<file path="src/rtl/mux_pkg.sv">
// Shared definitions for the 8:1 round-robin multiplexer.
// Contents:
//   N_CH     number of producer channels
//   SEL_W    width of the channel code {s2,s1,s0}
//   state_t  output-register occupancy: EMPTY (no word) / FULL (word held)
package mux_pkg;

    localparam int N_CH  = 8;
    localparam int SEL_W = 3;

    typedef enum logic {
        EMPTY = 1'b0,
        FULL  = 1'b1
    } state_t;

endpackage

</file>
<file path="src/rtl/rr_arbiter8.sv">
// Eight-way round-robin arbiter, purely combinational.
// Ports:
//   req      in   per-channel request
//   ptr      in   last granted channel; search starts at ptr+1
//   en       in   grant enable (output register can accept a word)
//   gnt      out  one-hot grant, zero when disabled or nothing requested
//   gnt_idx  out  index of the winning channel (valid when any=1)
//   any      out  at least one request present
module rr_arbiter8
    import mux_pkg::*;
(
    input  logic [N_CH-1:0]  req,
    input  logic [SEL_W-1:0] ptr,
    input  logic             en,
    output logic [N_CH-1:0]  gnt,
    output logic [SEL_W-1:0] gnt_idx,
    output logic             any
);

    logic             found;
    logic [SEL_W-1:0] cand;

    // Candidate index wraps naturally in SEL_W bits; the last step (i=N_CH)
    // revisits ptr itself, so a lone requester on ptr still wins.
    always_comb begin
        found   = 1'b0;
        gnt_idx = '0;
        cand    = '0;
        for (int i = 1; i <= N_CH; i++) begin
            cand = ptr + SEL_W'(i);
            if (!found && req[cand]) begin
                found   = 1'b1;
                gnt_idx = cand;
            end
        end
    end

    assign any = |req;
    assign gnt = (en && any) ? (N_CH'(1) << gnt_idx) : '0;

endmodule

</file>
<file path="src/rtl/rr_mux8x1.sv">
// Eight-channel round-robin multiplexer with a registered output stage.
// Ports:
//   clk, rst_n  clock and asynchronous active-low reset
//   in_valid    per-channel request
//   in_data     channel k data in bits [k*WIDTH +: WIDTH]
//   in_ready    one-hot accept strobe to the granted channel
//   out_valid   output register holds a word
//   out_ready   downstream accept
//   out_data    registered word
//   out_sel     registered channel code {s2,s1,s0} for out_data
//
// state | meaning
// EMPTY | output register holds no word, out_valid=0
// FULL  | output register holds a word, out_valid=1
module rr_mux8x1
    import mux_pkg::*;
#(
    parameter int WIDTH = 8
) (
    input  logic                  clk,
    input  logic                  rst_n,
    input  logic [N_CH-1:0]       in_valid,
    input  logic [N_CH*WIDTH-1:0] in_data,
    output logic [N_CH-1:0]       in_ready,
    output logic                  out_valid,
    input  logic                  out_ready,
    output logic [WIDTH-1:0]      out_data,
    output logic [SEL_W-1:0]      out_sel
);

    state_t             state_q, state_d;
    logic [WIDTH-1:0]   data_q, data_d;
    logic [SEL_W-1:0]   sel_q, sel_d;
    logic [SEL_W-1:0]   ptr_q, ptr_d;
    logic               load;
    logic [N_CH-1:0]    gnt;
    logic [SEL_W-1:0]   gnt_idx;
    logic               any;

    // The register can take a new word when empty or when it is drained
    // this very cycle, which gives one word per cycle under full flow.
    assign load = (state_q == EMPTY) || (out_ready && out_valid);

    // Gating with rst_n keeps in_ready low while reset is held, even though
    // the state register reads EMPTY during that time.
    rr_arbiter8 u_arb (
        .req     (in_valid),
        .ptr     (ptr_q),
        .en      (load && rst_n),
        .gnt     (gnt),
        .gnt_idx (gnt_idx),
        .any     (any)
    );

    always_ff @(posedge clk or negedge rst_n) begin
        if (!rst_n) begin
            state_q <= EMPTY;
            data_q  <= '0;
            sel_q   <= '0;
            ptr_q   <= SEL_W'(N_CH - 1);
        end else begin
            state_q <= state_d;
            data_q  <= data_d;
            sel_q   <= sel_d;
            ptr_q   <= ptr_d;
        end
    end

    always_comb begin
        state_d = state_q;
        data_d  = data_q;
        sel_d   = sel_q;
        ptr_d   = ptr_q;
        if (load) begin
            if (any) begin
                state_d = FULL;
                data_d  = in_data[gnt_idx*WIDTH +: WIDTH];
                sel_d   = gnt_idx;
                ptr_d   = gnt_idx;
            end else begin
                state_d = EMPTY;
            end
        end
    end

    assign in_ready  = gnt;
    assign out_valid = (state_q == FULL);
    assign out_data  = data_q;
    assign out_sel   = sel_q;

endmodule
</file>
<file path="config.mk">
export PLATFORM = sky130hd
export DESIGN_NAME = rr_mux8x1
export DESIGN_NICKNAME = d
export VERILOG_FILES = /design/src/rtl/mux_pkg.sv /design/src/rtl/rr_arbiter8.sv /design/src/rtl/rr_mux8x1.sv
export SDC_FILE = /design/constraint.sdc
export NUM_CORES = 1
export LEC_CHECK = 0
export BUFFER_PORTS_ARGS = -buffer_cell sky130_fd_sc_hd__buf_2
export CAP_MARGIN = 20
export CORE_ASPECT_RATIO = 0.8
export CORE_MARGIN = 4
export CORE_UTILIZATION = 45
export DETAILED_ROUTE_END_ITERATION = 8
export HOLD_SLACK_MARGIN = 0.15
export PLACE_DENSITY = 0.79
export SYNTH_ARGS = -nofsm -noshare
export SYNTH_HDL_FRONTEND = slang
export SYNTH_HIERARCHICAL = 1
export SYNTH_SLANG_ARGS = --single-unit
export TNS_END_PERCENT = 30
</file>
<file path="constraint.sdc">
create_clock -name clk -period 4.05 [get_ports clk]
set_input_delay 0.6075 -clock clk [delete_from_list [all_inputs] [get_ports clk]]
set_output_delay 0.6075 -clock clk [all_outputs]
set_load 0.03 [all_outputs]
</file>
-- Yosys cells after proc, flatten, opt, wreduce, memory -nomap -nowiden
Index checks and enable logic that the tools add are counted.
- flip-flop bits (word level): 15
- input bits: 75
- output and inout port bits: 20
- logic and storage cells: 75
- add/subtract/negate cells: 7
- order comparisons: 8
- shift-type cells: 2
- muxes and demuxes: 33
- bitwise operators: 1
- reductions and logical operators: 20
- operators by type and width (cell ; number):
    64-bit by 7-bit variable part select with 8-bit output ; 1
    3-bit by 4-bit < comparator with 1-bit output (second input constant) ; 8
    1-bit binary-select mux with 3-bit select ; 8
    3-bit two-way mux ; 8
    1-bit two-way mux ; 16
    3-bit adder (second input constant) ; 4
    1-bit logical AND ; 10
    8-bit two-way mux ; 1
    8-bit OR reduction ; 1
    1-bit by 3-bit << shifter with 8-bit output (first input constant) ; 1
    1-bit zero test ; 7
    3-bit by 2-bit adder with 3-bit output (second input constant) ; 2
    3-bit by 1-bit adder with 3-bit output (second input constant) ; 1
    2-bit AND reduction ; 1
    1-bit logical OR ; 1
    1-bit NOT ; 1

-- Longest topological paths before layout
Gate-level depths: netlist of the first run.
- depth in word-level cells: 27
- gate-level depth with buffers: 16
- depth with buffers taken out: 11

-- Modules after synthesis
The synthesis of the first run kept the hierarchy.
- modules (own cells, without submodules) (module ; times used ; cells each ; area each (um^2) ; seq. area each (um^2)):
    rr_arbiter8 ; 1 ; 131 ; 1163.6 ; 0.0
    rr_mux8x1 ; 1 ; 104 ; 1117.3 ; 379.1

-- Least setup slack after synthesis of the first run
Ideal clock, no wire load.
- path type: register -> output
- start point: reg ptr_q[0]
- end point: out in_ready[3]
- data arrival time: 4.041 ns
- data required time: 3.442 ns
- path slack: -0.599 ns
- stages on the path, launching flop included: 11
- buffers on the path: 2
- cells stage by stage: dfstp_2 > buf_6 > inv_2 > ha_1 > buf_6 > mux2_1 > mux4_2 > nor4_4 > nand3_1 > a32o_2 > a2111oi_1
- word-level cells in the longest chain between the ends: 27
- elaborated cells on any way between the ends: 54
- classes of those cells: add/sub: 7; shift: 1; mux: 32; reduce/logical: 14
- RTL lines (what ; RTL line ; text):
    from (decl) ; rr_mux8x1.sv:34 ; logic [SEL_W-1:0] ptr_q, ptr_d;
    from (signal assigned) ; rr_mux8x1.sv:60 ; ptr_q <= SEL_W'(N_CH - 1);
    from (signal assigned) ; rr_mux8x1.sv:65 ; ptr_q <= ptr_d;
    3-bit by 1-bit adder with 3-bit output ; rr_arbiter8.sv:30 ; cand = ptr + SEL_W'(i);
    1-bit binary-select mux with 3-bit select ; rr_arbiter8.sv:31 ; if (!found && req[cand]) begin
    1-bit two-way mux (not written as such) ; rr_arbiter8.sv:31 ;
    1-bit two-way mux ; rr_arbiter8.sv:31 ;
    1-bit zero test ; rr_arbiter8.sv:31 ;
    1-bit logical AND ; rr_arbiter8.sv:31 ;
    1-bit two-way mux ; rr_arbiter8.sv:31 ;
    1-bit zero test ; rr_arbiter8.sv:31 ;
    [11 not listed] ; -- ;
    1-bit zero test ; rr_arbiter8.sv:31 ;
    1-bit logical AND ; rr_arbiter8.sv:31 ;
    1-bit two-way mux ; rr_arbiter8.sv:31 ;
    1-bit zero test ; rr_arbiter8.sv:31 ;
    1-bit logical AND ; rr_arbiter8.sv:31 ;
    3-bit two-way mux (*) ; rr_arbiter8.sv:31 ;
    1-bit by 3-bit << shifter with 8-bit output (*) ; rr_arbiter8.sv:39 ; assign gnt = (en && any) ? (N_CH'(1) << gnt_idx) : '0;
    8-bit two-way mux (*) ; rr_arbiter8.sv:39 ;
    to (decl) ; rr_mux8x1.sv:24 ; output logic [N_CH-1:0] in_ready,
Every way passes the cells marked *; elsewhere a longest branch is shown, timed or not. The select of a mux whose other input is x is not followed.

-- Final worst setup path of the first run
- start point: reg ptr_q[1]
- end point: out in_ready[6]
- word-level cells in the longest chain between the ends: 27
- elaborated cells on any way between the ends: 54
- classes of those cells: add/sub: 7; shift: 1; mux: 32; reduce/logical: 14
- RTL lines (what ; RTL line ; text):
    3-bit by 1-bit adder with 3-bit output ; rr_arbiter8.sv:30 ;
    1-bit binary-select mux with 3-bit select ; rr_arbiter8.sv:31 ;
    1-bit two-way mux (not written as such) ; rr_arbiter8.sv:31 ;
    1-bit two-way mux ; rr_arbiter8.sv:31 ;
    1-bit zero test ; rr_arbiter8.sv:31 ;
    1-bit logical AND ; rr_arbiter8.sv:31 ;
    1-bit two-way mux ; rr_arbiter8.sv:31 ;
    1-bit zero test ; rr_arbiter8.sv:31 ;
    [12 not listed] ; -- ;
    1-bit logical AND ; rr_arbiter8.sv:31 ;
    1-bit two-way mux ; rr_arbiter8.sv:31 ;
    1-bit zero test ; rr_arbiter8.sv:31 ;
    1-bit logical AND ; rr_arbiter8.sv:31 ;
    3-bit two-way mux (*) ; rr_arbiter8.sv:31 ;
    via gnt_idx[0] ; rr_mux8x1.sv:37 ; logic [SEL_W-1:0] gnt_idx;
    1-bit by 3-bit << shifter with 8-bit output (*) ; rr_arbiter8.sv:39 ;
    8-bit two-way mux (*) ; rr_arbiter8.sv:39 ;
Mark *: on every way through the listed nets, which the timed path passes. The rest lies on a longest branch. The select of a mux whose other input is x is not followed.

==> run_results.csv, run 1 <==
group,metric,value,unit
setup_path,critPathLaunch,"ptr_q[1]",
cells_and_area,design_area,3180,µm²
die,rows,22,
clocking,cts_tree,"yes",
setup_path,path_max_fanout,7,
placement,placed_area,2930,µm²
sta,hold_viol_final,0,
global_routing,first_global_vias,2320,
setup_path,worstRegToRegCells,13,
run,max-cap-violations,0,
yosys,post-synth-top-count-cell,"mux2i_1",
yosys,synth.net_count,312,
placement,gp_congestion,0.880,
cells_and_area,antenna-diode-count,0,
global_routing,grt_max_degree,34,
yosys,yosysUniqueCellTypes,52,
sta,post-route-period-util,100,%
detailed_routing,wl,7280,µm
placement,place_hpwl,5570,µm
die,initial_core_util,48.2,%
global_routing,grt_use_total,22.6,%
setup_path,reg2reg_to,"out_data[6]",
cells_and_area,layout-drive-gt1-share,56.8,%
die,io_pins,95,
setup_path,crit_buf_inv,3,
yosys,yosys-top-cells-count,"mux2i_1 (30), mux2_2 (24), mux4_2 (14), nand2_1 (14), o21ai_0 (13)",
clocking,cts_sinks,15,
yosys,synth-seq-cells,15,
cells_and_area,seq_area,379,µm²
setup_path,startpoint_type,"register",
setup_path,cpLargestDelayFamily,"multiplexers",
yosys,synth_largest_area_cell,"mux4_2",
yosys,ys_seq_area_share,16.6,%
cells_and_area,nets,414,
setup_path,cp_slowest_stage_delay,0.58,ns
worst_hold_path,hp-class,"in2async",
global_routing,grt_antenna_before_repair,0,
setup_path,end_kind,"output port",
sta,finClkSkew,0.00605,ns
run_status,violations,"setup timing",
sta,fin_ws,-0.0149,ns
placement,dp_cells,382,
clocking,ctsHoldBuffers,0,
setup_path,crit_type,"reg2out",
placement,port_buffers,94,
detailed_routing,vias,2434,
clocking,cts.htree.levels,1,
clocking,cts_buffer_depth,2,
detailed_routing,postRouteAntennaNets,0,
yosys,synth-async-reset-ratio,100,%
yosys,syn_avg_cell_area,9.71,µm²
cells_and_area,final_core_util,67.1,%
clocking,clkTransAtPathRegs,0.07,ns
setup_path,crit_arrival,3.46,ns
yosys,synthTopCellsByArea,"mux4_2 (14%), dfrtp_1 (13%), mux2i_1 (13%)",
sta,rsz0062_at_grt,"yes",
setup_path,crit_chain,"inv_4 -> ha_4 -> mux2_4 -> mux4_2 -> or3_1 -> o221ai_2 -> a32o_2 -> clkinv_4 -> a2111oi_4 -> buf_4",
sta,tightest_slew,0.689,ns
clocking,clk_latency,0.26,ns
yosys,synth_cells,235,
yosys,synth_top_area_share,13.8,%
run_status,status,"finished with violations",
die,die-area,6280,µm²
detailed_routing,drc,0,
sta,setup_viol,2,
cells_and_area,final_cells,396,
die,die_x,87.6,µm
clocking,root_buffer,"clkbuf_8",
sta,maxSlewViolCount,0,
setup_path,r2r_start,"ptr_q[1]",
die,die_h,71.7,µm
setup_path,path_depth,10,
detailed_routing,vias_per_cell,6.15,
detailed_routing,wl_per_cell,18.4,µm
setup_path,critPathRequiredTime,3.44,ns
sta,slew_headroom,54.0,%
clocking,cts_buffers,3,
setup_path,r2r_setup_slack,0.13,ns
yosys,yosysWarnings,6,
detailed_routing,dr.first_iter.drc_count,208,
global_routing,grt_pass1_wl,11400,µm
setup_path,cp_slowest_cell,"mux4_2",
sta,clock.fmax,0.246,GHz
cells_and_area,area.growth.synth_to_final,39.3,%
cells_and_area,multi_input_area,1930,µm²
placement,dp_slack,-0.243,ns
die,core,4730,µm²
cells_and_area,num-fill-cells,375,
global_routing,grt-ovfl-total,0,
detailed_routing,drtPass1Iterations,4,
sta,fin_crit,4.06,ns
yosys,synthFlopType,"dfrtp_1",
yosys,netlist_area,2280,µm²
setup_path,endpoint,"in_ready[6]",
yosys,synth_edf_count,0,
-- through the flow --
stage | hold WS [ns] | setup TNS, ns
detailed placement | 0.490 | -2.65
finish | 0.244 | -0.0152
global placement | 0.488 | -0.000136
global route | 0.253 | -1.03
floorplan | 0.312 | -0.583
CTS | 0.253 | -0.0228
-- registers in the layout, indices dropped and copies added, names as in the netlist --
register / count
out_data: 8
out_sel: 3
ptr_q: 3
out_valid: 1
-- how the worst min path moves through the flow --
stage	end	slack [ns]	cells after the start
finish	out_sel[1]	0.24	1
CTS	out_sel[1]	0.25	1
detailed placement	out_sel[1]	0.49	1
global route	out_sel[1]	0.25	1
global placement	out_data[6]	0.49	2
floorplan	out_data[0]	0.31	0
-- per-layer routing --
metal,global-route usage (%),vias to the layer above,part of all wire (%)
met5,0,-,0
met4,3.92,0,1.4
met3,5.29,13,7.9
met2,36.8,119,49
met1,30.8,1171,41
li1,-,1131,-
-- logic make-up after synthesis --
group | Yosys count | synth area share (%)
muxes | 71 | 40.5
xor gates and xnor gates | 4 | 1.54
AOI/OAI and AO/OA | 59 | 20.2
buffers and inverters | 28 | 6.64
DFF | 15 | 16.6
adders and majority gates | 2 | 1.10
and+or+nand+nor | 56 | 13.4
-- layout make-up --
class | count | area share (%)
sequential | 15 | 11.9
tap | 60 | 2.36
clock buffer | 3 | 1.30
multi-input combinational | 192 | 60.9
clock inverter | 1 | 0.236
inverter | 8 | 1.18
timing repair buffer | 117 | 22.1
-- cell usage in the layout, fill, tap and decap left out, types with 7 or more instances in the layout --
cell / count
buf_4: 23
mux2i_1: 30
nor2_1: 9
o21ai_0: 11
buf_2: 86
mux4_2: 14
nor2b_1: 9
mux2_2: 22
buf_6: 7
dfrtp_1: 12
nand2_1: 14
-- what timing repair did --
action                                  in CTS  in global routing
setup buffers                                7                  3
pin swaps                                    5                 12
resized for setup                           16                 23
endpoints found under the setup margin      16                 16
Power of run 1 is left out: the tool's default activity adds up to more than one toggle a clock period on the data nets, which glitch-free logic cannot reach.
==> run 2: changes to the inputs <==
- PLACE_DENSITY: 0.79 -> 0.76
- clock period: 4.05 -> 4.5 ns (I/O delays scaled with it)
==> run_results.csv, run 2 (synthesis results as in run 1) <==
group,metric,value,unit
run_status,status,"completed",
placement,dp_slack,0.164,ns
sta,finClkSkew,0.000830,ns
die,core,4730,µm²
detailed_routing,drtPass1Iterations,4,
sta,slew_headroom,55.6,%
global_routing,grt-ovfl-total,0,
detailed_routing,wl,6880,µm
detailed_routing,drc,0,
sta,clock.fmax,0.226,GHz
detailed_routing,wl_per_cell,18.2,µm
run,max-cap-violations,0,
die,die_x,87.6,µm
sta,tightest_slew,0.661,ns
placement,place_hpwl,5330,µm
die,io_pins,95,
cells_and_area,area.growth.synth_to_final,24.4,%
die,initial_core_util,48.2,%
detailed_routing,vias,2292,
detailed_routing,dr.first_iter.drc_count,153,
clocking,cts_buffers,3,
setup_path,startpoint_type,"register",
detailed_routing,vias_per_cell,6.08,
setup_path,crit_arrival,3.76,ns
global_routing,grt_max_degree,39,
cells_and_area,seq_area,379,µm²
sta,setup_viol,0,
clocking,cts_buffer_depth,2,
setup_path,r2r_setup_slack,0.44,ns
detailed_routing,postRouteAntennaNets,0,
placement,gp_congestion,0.847,
clocking,cts.htree.levels,1,
global_routing,first_global_vias,2350,
sta,post-route-period-util,98.5,%
clocking,cts_sinks,15,
cells_and_area,final_common_cell,"buf_2",
setup_path,path_max_fanout,12,
die,die_h,71.7,µm
cells_and_area,design_area,2840,µm²
cells_and_area,nets,395,
setup_path,worstRegToRegCells,11,
sta,fin_crit,4.43,ns
sta,rsz0062_at_grt,"yes",
clocking,root_buffer,"clkbuf_8",
placement,port_buffers,94,
placement,placed_area,2750,µm²
sta,maxSlewViolCount,0,
setup_path,critPathRequiredTime,3.83,ns
cells_and_area,largest_reg_flops,8,
setup_path,end_kind,"output port",
setup_path,crit_type,"reg2out",
cells_and_area,antenna-diode-count,0,
die,die-area,6280,µm²
cells_and_area,final_core_util,59.9,%
clocking,cts_setup_buffers,0,
global_routing,grt_use_total,21.4,%
cells_and_area,final_cell_mix,"buf_2 (90), mux2i_1 (30), mux2_2 (24), nand2_1 (14), mux4_2 (14)",
cells_and_area,num-fill-cells,417,
die,rows,22,
global_routing,grt_antenna_before_repair,0,
cells_and_area,layout-drive-gt1-share,49.2,%
worst_hold_path,hp-class,"in2async",
clocking,clkTransAtPathRegs,0.05,ns
clocking,clk_latency,0.24,ns
global_routing,grt_pass1_wl,11000,µm
sta,fin_ws,0.0691,ns
cells_and_area,multi_input_area,1780,µm²
clocking,cts_tree,"yes",
sta,hold_viol_final,0,
==> run 2: layout make-up <==
cell class                 instances  share of cell area [%]
clock buffer                       4                    1.59
inverter                           8                    1.06
multi-input combinational        192                    62.9
sequential                        15                    13.4
tap                               60                    2.65
timing repair buffer              98                    18.4
==> run 2: metrics by stage <==
step	instances	TNS, ns	hold slack, ns
after floorplan	235	-0.646	0.379
after global placement	373	0	0.490
after detailed placement	373	0	0.494
after CTS	377	0	0.330
after global routing	377	-0.182	0.345
final	377	0	0.325
==> run 2: path summary, 6_finish.rpt <==
path	from	endpoint
min reg2reg	out_data[0]	out_data[0]
max reg2reg	ptr_q[0]	out_data[7]
max in group asynchronous	rst_n	ptr_q[1]
max	ptr_q[0]	in_ready[2]
min	rst_n	out_sel[1]
min in group clk	out_data[0]	out_data[0]
==> run 2: worst max-delay path, cell delays in order, from the launching register on <==
cell,delay [ns]
dfstp_2,0.54
inv_2,0.09
ha_4,0.36
mux2_1,0.37
mux4_2,0.59
or3_1,0.40
o221ai_1,0.18
a32o_2,0.24
inv_2,0.13
a2111oi_2,0.34
buf_2,0.26
==> run 2: per-layer routing <==
| metal | GRT usage, % | up-vias | part of all wire [%] |
|---|---|---|---|
| li1 | - | 1100 | - |
| met1 | 28.1 | 1104 | 43 |
| met2 | 36.7 | 80 | 50 |
| met3 | 3.79 | 8 | 5.8 |
| met4 | 4.43 | 0 | 0.92 |
| met5 | 0 | - | 0 |
==> run 2: timing repair <==
item | in CTS | in global routing
pin swaps | 0 | 1
setup endpoints to repair | 6 | 4
resized for setup | 2 | 8
hold buffers | 0 | 0
Power of run 2 is left out for the same reason.
==> run 3: changes to the inputs <==
- BUFFER_PORTS_ARGS: -buffer_cell sky130_fd_sc_hd__buf_2 -> not set
- CORE_UTILIZATION: 45 -> 55
- DONT_BUFFER_PORTS: not set -> 1
- PLACE_DENSITY: 0.76 -> 0.7
==> run_results.csv, run 3 (synthesis results as in run 1) <==
group,metric,value,unit
run_status,status,"completed",
cells_and_area,largest_reg_flops,8,
cells_and_area,layout-drive-gt1-share,30.9,%
setup_path,crit_arrival,3.67,ns
cells_and_area,antenna-diode-count,0,
detailed_routing,drtPass1Iterations,4,
cells_and_area,final_core_util,62.0,%
detailed_routing,wl,6530,µm
global_routing,top_usage_layer,"met2",
global_routing,met3_usage,6.99,%
sta,setup-tns-final,0,ns
detailed_routing,drc,0,
clocking,root_buffer,"clkbuf_8",
cells_and_area,area.growth.synth_to_final,6.14,%
setup_path,path_max_fanout,12,
sta,post-route-period-util,96.6,%
global_routing,first_global_vias,1969,
global_routing,grt_use_met2,39.7,%
die,die-area,5250,µm²
setup_path,end_kind,"output port",
sta,rsz0062_at_grt,"no",
setup_path,crit_type,"reg2out",
cells_and_area,num-fill-cells,367,
clocking,clkTransAtPathRegs,0.07,ns
sta,maxSlewViolCount,0,
die,die_h,65.6,µm
global_routing,grt_antenna_before_repair,0,
die,io_pins,95,
detailed_routing,postRouteAntennaNets,0,
sta,slew_headroom,56.4,%
worst_hold_path,hp-class,"in2async",
sta,hold_viol_final,0,
placement,gp_congestion,0.888,
setup_path,worstRegToRegCells,12,
sta,fin_crit,4.35,ns
placement,port_buffers,0,
global_routing,grt-ovfl-total,0,
clocking,cts_buffers,3,
global_routing,grt_use_total,25.0,%
die,initial_core_util,58.4,%
cells_and_area,final_common_cell,"mux2i_1",
placement,place_hpwl,5070,µm
detailed_routing,wl_per_cell,22.7,µm
sta,tightest_slew,0.652,ns
sta,setup_viol,0,
sta,clock.fmax,0.230,GHz
clocking,cts.htree.levels,1,
run,max-cap-violations,0,
detailed_routing,vias_per_cell,6.86,
detailed_routing,vias,1977,
clocking,cts_tree,"yes",
clocking,cts_sinks,15,
die,die_x,80,µm
setup_path,critPathRequiredTime,3.83,ns
clocking,clk_latency,0.26,ns
setup_path,startpoint_type,"register",
global_routing,grt_max_degree,39,
clocking,cts_buffer_depth,2,
global_routing,grt_use_met1,34.3,%
global_routing,grt_pass1_wl,10200,µm
clocking,cts_setup_buffers,0,
die,rows,20,
cells_and_area,nets,311,
die,core,3900,µm²
sta,finClkSkew,0.00734,ns
detailed_routing,dr.first_iter.drc_count,129,
cells_and_area,final_cell_mix,"mux2i_1 (30), mux2_2 (24), nand2_1 (14), mux4_2 (14), o21ai_0 (13)",
## run 3: cell count changes in the layout (fill, tap and decap cells not counted), sizes merged
| cell | previous run | this run |
|---|---|---|
| buf | 98 | 13 |
| clkbuf | 4 | 3 |
| clkinvlp | 0 | 1 |
| dlygate4sd3 | 0 | 1 |
## run 3: metrics by stage
step	instance area (µm²)	setup slack [ns]	hold slack, ns	std cells
2_1_floorplan	2280	-0.216	0.379	235
3_3_place_gp	2350	0.441	0.380	283
3_5_place_dp	2350	0.286	0.380	283
4_1_cts	2410	0.00698	0.251	288
5_1_grt	2420	0.0000591	0.235	288
6_report	2420	0.155	0.253	288
## run 3: cell type report
class                   count  area [µm²]  area share, %
clock buffers               3        41.3           1.71
clock inverters             1        7.51          0.310
inverters                   8        30.0           1.24
multi-input cells         192        1770           73.3
flip-flops and latches     15         379           15.7
well taps                  55        68.8           2.84
repair buffers             14         120           4.96
## run 3: final timing paths
path / endpoint / slack [ns] / start
setup / recovery: in_ready[6] / 0.15 / ptr_q[0]
min in group clk: out_data[4] / 0.73 / out_data[4]
setup reg to reg: out_data[5] / 0.55 / ptr_q[0]
hold / removal: ptr_q[0] / 0.25 / rst_n
hold reg to reg: out_data[4] / 0.73 / out_data[4]
max in group asynchronous: out_data[6] / 3.27 / rst_n
## run 3: timing repair
| item | CTS | global route |
|---|---|---|
| setup endpoints to repair | 0 | 7 |
| hold endpoints to repair | 12 | 0 |
| resized for setup | 0 | 3 |
| hold buffers | 1 | 0 |
## run 3: routing by layer
metal	up-vias	wire, µm	part of all wire [%]
met3	8	523	8.0
met4	0	67	1.0
li1	928	-	-
met1	958	2840	44
met5	-	0	0
met2	83	3090	47
## run 3: critical path: stages (launching register included)
cell and delay (ns):
dfstp_2 0.54, inv_2 0.09, ha_4 0.34, mux2_1 0.35
mux4_2 0.57, or3_1 0.40, o221ai_1 0.15, a32o_2 0.24
inv_2 0.13, a2111oi_2 0.37, buf_4 0.23
Power of run 3 is left out for the same reason.
